$ cat config.mk
export PLATFORM = sky130hd
export DESIGN_NAME = mul_unit
export DESIGN_NICKNAME = d
export VERILOG_FILES = /design/src/rtl/mul_unit.sv
export SDC_FILE = /design/constraint.sdc
export NUM_CORES = 1
export LEC_CHECK = 0
export ABC_AREA = 1
export CAP_MARGIN = 5
export CORE_UTILIZATION = 53
export CTS_BUF_LIST = sky130_fd_sc_hd__clkbuf_16
export CTS_CLUSTER_SIZE = 20
export DETAILED_ROUTE_END_ITERATION = 16
export PLACE_DENSITY_LB_ADDON = 0.08
export SLEW_MARGIN = 20
export SYNTH_ARGS = -nofsm -noshare
export SYNTH_HDL_FRONTEND = slang
export SYNTH_SLANG_ARGS = --single-unit
$ cat constraint.sdc
create_clock -name clk -period 2.4 [get_ports clk]
set_input_delay 0.48 -clock clk [delete_from_list [all_inputs] [get_ports clk]]
set_output_delay 0.48 -clock clk [all_outputs]
set_load 0.02 [all_outputs]
$ cat src/rtl/mul_unit.sv
// mul_unit: iterative radix-2 shift-add multiplier for MUL/UMULL/SMULL.
// Produces a 2*WIDTH product as two halves plus N/Z flags, WIDTH+2 cycles after acceptance.
module mul_unit #(
    parameter int WIDTH = 32
) (
    input  logic             clk,
    input  logic             reset,
    input  logic             Start,
    input  logic [2:0]       ALUControl,
    input  logic [WIDTH-1:0] SrcA,
    input  logic [WIDTH-1:0] SrcB,
    output logic             Busy,
    output logic             Done,
    output logic [WIDTH-1:0] ResultLo,
    output logic [WIDTH-1:0] ResultHi,
    output logic             N,
    output logic             Z
);
    localparam int CW = $clog2(WIDTH) + 1;
    localparam logic [2:0] OP_MUL   = 3'b101;
    localparam logic [2:0] OP_UMULL = 3'b110;
    localparam logic [2:0] OP_SMULL = 3'b111;

    typedef enum logic [1:0] {IDLE, CALC, FIX, DONE} state_t;

    state_t           state, state_nx;
    logic [2:0]       op;
    logic             neg;
    logic [WIDTH-1:0] mcand, mplier;
    logic [2*WIDTH-1:0] acc, fixed;
    logic [CW-1:0]    cnt;
    logic [WIDTH:0]   sum;
    logic             accept, last, is_smull, is_mul;

    assign is_smull = ALUControl == OP_SMULL;
    assign accept   = Start && (state == IDLE || state == DONE) &&
                      (ALUControl == OP_MUL || ALUControl == OP_UMULL || is_smull);
    assign last     = cnt == CW'(WIDTH - 1);
    // carry out of the upper-half add becomes the new top bit after the shift
    assign sum      = {1'b0, acc[2*WIDTH-1:WIDTH]} + {1'b0, (mplier[0] ? mcand : {WIDTH{1'b0}})};
    assign fixed    = neg ? -acc : acc;
    assign is_mul   = op == OP_MUL;
    assign Busy     = state == CALC || state == FIX;
    assign Done     = state == DONE;

    always_ff @(posedge clk or negedge reset) begin
        if (!reset) state <= IDLE;
        else        state <= state_nx;
    end

    always_comb begin
        state_nx = state;
        state_nx = accept                 ? CALC :
                   (state == CALC && last) ? FIX  :
                   state == FIX            ? DONE :
                   state == DONE           ? IDLE : state;
    end

    always_ff @(posedge clk or negedge reset) begin
        if (!reset) begin
            op       <= '0;
            neg      <= 1'b0;
            mcand    <= '0;
            mplier   <= '0;
            acc      <= '0;
            cnt      <= '0;
            ResultLo <= '0;
            ResultHi <= '0;
            N        <= 1'b0;
            Z        <= 1'b0;
        end else if (accept) begin
            op     <= ALUControl;
            neg    <= is_smull & (SrcA[WIDTH-1] ^ SrcB[WIDTH-1]);
            mcand  <= (is_smull && SrcA[WIDTH-1]) ? -SrcA : SrcA;
            mplier <= (is_smull && SrcB[WIDTH-1]) ? -SrcB : SrcB;
            acc    <= '0;
            cnt    <= '0;
        end else if (state == CALC) begin
            acc    <= {sum, acc[WIDTH-1:1]};
            mplier <= mplier >> 1;
            cnt    <= cnt + 1'b1;
        end else if (state == FIX) begin
            ResultLo <= fixed[WIDTH-1:0];
            ResultHi <= is_mul ? '0 : fixed[2*WIDTH-1:WIDTH];
            N        <= is_mul ? fixed[WIDTH-1] : fixed[2*WIDTH-1];
            Z        <= is_mul ? (fixed[WIDTH-1:0] == '0) : (fixed == '0);
        end
    end
endmodule
==> reports/results.ini <==
[timing]
worst_clock_skew_ns = 0.0203
rsz0062_at_grt = yes
whs_ns = 0.453
fmax_ghz = 0.418
fin_crit_sh_pct = 99.7
slew_headroom_pct = 50.0
finalSetupViolations = 0
worstMarginPinSlew_ns = 0.750
slew_viol_final = 0
hold_viol = 0
fin_tns_setup_ns = 0
min_period_ns = 2.39

[floorplan]
num_rows = 58
core_sq_um = 25300
die_h_um = 163
die_area_sq_um = 26400
start_util_pct = 54.1
die_w_um = 163
io_pins = 138

[place]
place_congestion = 0.953
portBuffers = 137
detailed_place_hpwl_um = 31900
dp_cells = 2503

[synth]
synthTopCellsByArea = dfrtp_1 38%, nand2_1 15%, nor2_1 6.5%, inv_1 6.0%, o21ai_0 4.2%
synth.top_cell.area_share_pct = 37.8
synth_area_sq_um = 13700
post_synth.cell_area_avg_sq_um = 7.06
synthArstFlopShare_pct = 100
yosys_warnings = 0
synth_edf_count = 0
synth_cells = 1933
synth_seq_cells = 206
syn-num-nets = 2044
seq_area_frac_synth_pct = 37.8
synth_common_cells = 547 x nand2_1, 235 x nor2_1, 220 x inv_1
post-synth-top-count-cell = nand2_1
ys_types = 50
ys.flop_type = dfrtp_1
yosys.area.top_type = dfrtp_1

[clock_network]
cts_tree = yes
cts_sinks = 206
htree_levels = 1
clk_path_buf_depth = 3
cts_buffers = 24
worstSkewPairLatency_ns = 0.53
cts-root-buf = clkbuf_16
clkTransAtPathRegs_ns = 0.07

[global_routing]
grt_max_degree = 85
grt_pass1_wl_um = 67000
grt_use_total_pct = 31.8
grt_overflow = 0
antenna_found_initial = 0
grt_pass1_vias = 13200

[finish]
nFillCells = 2102
layout-drive-gt1-share_pct = 16.9
area_delta_synth_final_pct = 31.2
nets = 2326
antenna_cells = 0
layout.cells.non_filler = 2563

[detailed_routing]
drt-initial-drc-count = 1192
drt_wl_total_um = 42100
first_pass_iters = 5
avgViaCountPerCell = 5.47
drc = 0
vias = 14000
antenna_left = 0
wl_per_cell_um = 16.4

[outcome]
outcome = completed

[worst_setup_path]
crit_path_end_kind = flop
crit_fanout = 7
critPathLaunchType = flop
worstPathRequired_ns = 2.86
critical_path_class = flop to flop
cp.arrival_ns = 2.85

[run]
cap_violations = 0

[worst_hold_path]
hold_class = flop to flop

[power_and_ir_drop]
ir_worst_vdd_mv = 0.849
power_leakage_uw = 0.00890
p_per_area_nw_per_um2 = 1440

## layer usage
metal	track usage, %	routed length [um]	up-vias
met5	0	0	-
met4	8.79	1030	0
met3	3.59	2560	64
met2	51.9	19500	491
met1	44.7	19000	6549
li1	-	-	6919
## repair_timing
action | 4_1_cts | 5_1_grt
pin swaps | 4 | 28
setup endpoints to repair | 15 | 20
hold buffers | 1 | 0
hold endpoints to repair | 63 | 0
gates resized for setup | 14 | 121
setup buffers | 2 | 13
## path summary, 6_finish.rpt
kind	depth (start not counted)	startpoint	to	slack, ns
setup / recovery	15	mplier[0]	acc[58]	0.008
hold / removal	2	op[2]	op[2]	0.45
setup reg to reg	15	mplier[0]	acc[58]	0.008
hold reg to reg	2	op[2]	op[2]	0.45
max in group asynchronous	3	reset	mplier[21]	1.18
min in group asynchronous	2	reset	ResultLo[31]	0.52
## cells in the final DEF (no fill, tap or decap), types with 12 or more instances in the layout
| cell type | instances |
|---|---|
| dfrtp_1 | 200 |
| clkbuf_16 | 24 |
| nand3_1 | 100 |
| buf_4 | 171 |
| nor2_1 | 210 |
| o21ai_1 | 18 |
| o211ai_1 | 15 |
| clkdlybuf4s50_1 | 135 |
| xor2_1 | 58 |
| a31oi_1 | 15 |
| nor3_1 | 12 |
| a21oi_1 | 50 |
| o221ai_1 | 17 |
| ha_1 | 25 |
| nor2_2 | 32 |
| inv_1 | 223 |
| nand2_1 | 529 |
| ha_4 | 13 |
| o22ai_1 | 47 |
| nand2_2 | 23 |
| xnor2_1 | 13 |
| o21ai_0 | 96 |
| nand4_1 | 23 |
| a22o_1 | 31 |
| a21oi_2 | 17 |
## critical path, cell delays in order, from the launching register on
cell and delay (ns):
dfrtp_2 0.47, buf_6 0.15, nand2_1 0.06, inv_1 0.08
ha_4 0.25, a21oi_4 0.17, o21ai_2 0.09, a21oi_2 0.21
o21ai_2 0.10, buf_4 0.14, buf_4 0.13, nand4_1 0.09
nand2_2 0.08, a21oi_1 0.14, o21ai_1 0.10, o21ai_0 0.08
## area by class of cell
class	count	area, sq um	area share, %
Sequential cell	206	5160	28.8
Multi-Input combinational cell	1438	7920	44.2
Timing Repair Buffer	319	2860	16.0
Inverter	226	848	4.74
Tap cell	330	413	2.30
Clock inverter	20	109	0.608
Clock buffer	24	601	3.35
## where the power goes
group | switching [uW] | internal, uW | total (uW)
logic | 10100 | 6430 | 16600
registers | 1120 | 4820 | 5930
clock network | 1500 | 1820 | 3320
total | 12800 | 13100 | 25800
## metrics by stage
stage | instance area (sq um) | setup WS, ns | util, % | total power [uW]
floorplan | 13700 | 0.00452 | - | 15300
global placement | 16600 | -0.156 | 65.5 | 20800
detailed placement | 16600 | -0.213 | 65.5 | 21000
CTS | 17300 | 0.00201 | 68.7 | 24500
global route | 17900 | -0.158 | 70.9 | 27600
finish | 17900 | 0.00769 | 70.9 | 25800
## kinds of logic after synthesis
| kind of cell | after synthesis | share of synthesized area [%] |
|---|---|---|
| fa+ha+maj | 41 | 3.81 |
| flops | 206 | 37.8 |
| simple gates | 977 | 30.1 |
| xor+xnor | 71 | 4.55 |
| buf+inv | 289 | 8.05 |
| compound gates | 349 | 15.7 |
## sequential cells by signal, indices dropped and copies added, names as in the netlist
signal / flops
N: 1
ResultHi: 32
ResultLo: 32
Z: 1
acc: 64
cnt: 6
mcand: 32
mplier: 32
neg: 1
op: 3
state: 2
Power figures use the tool's default switching activity.
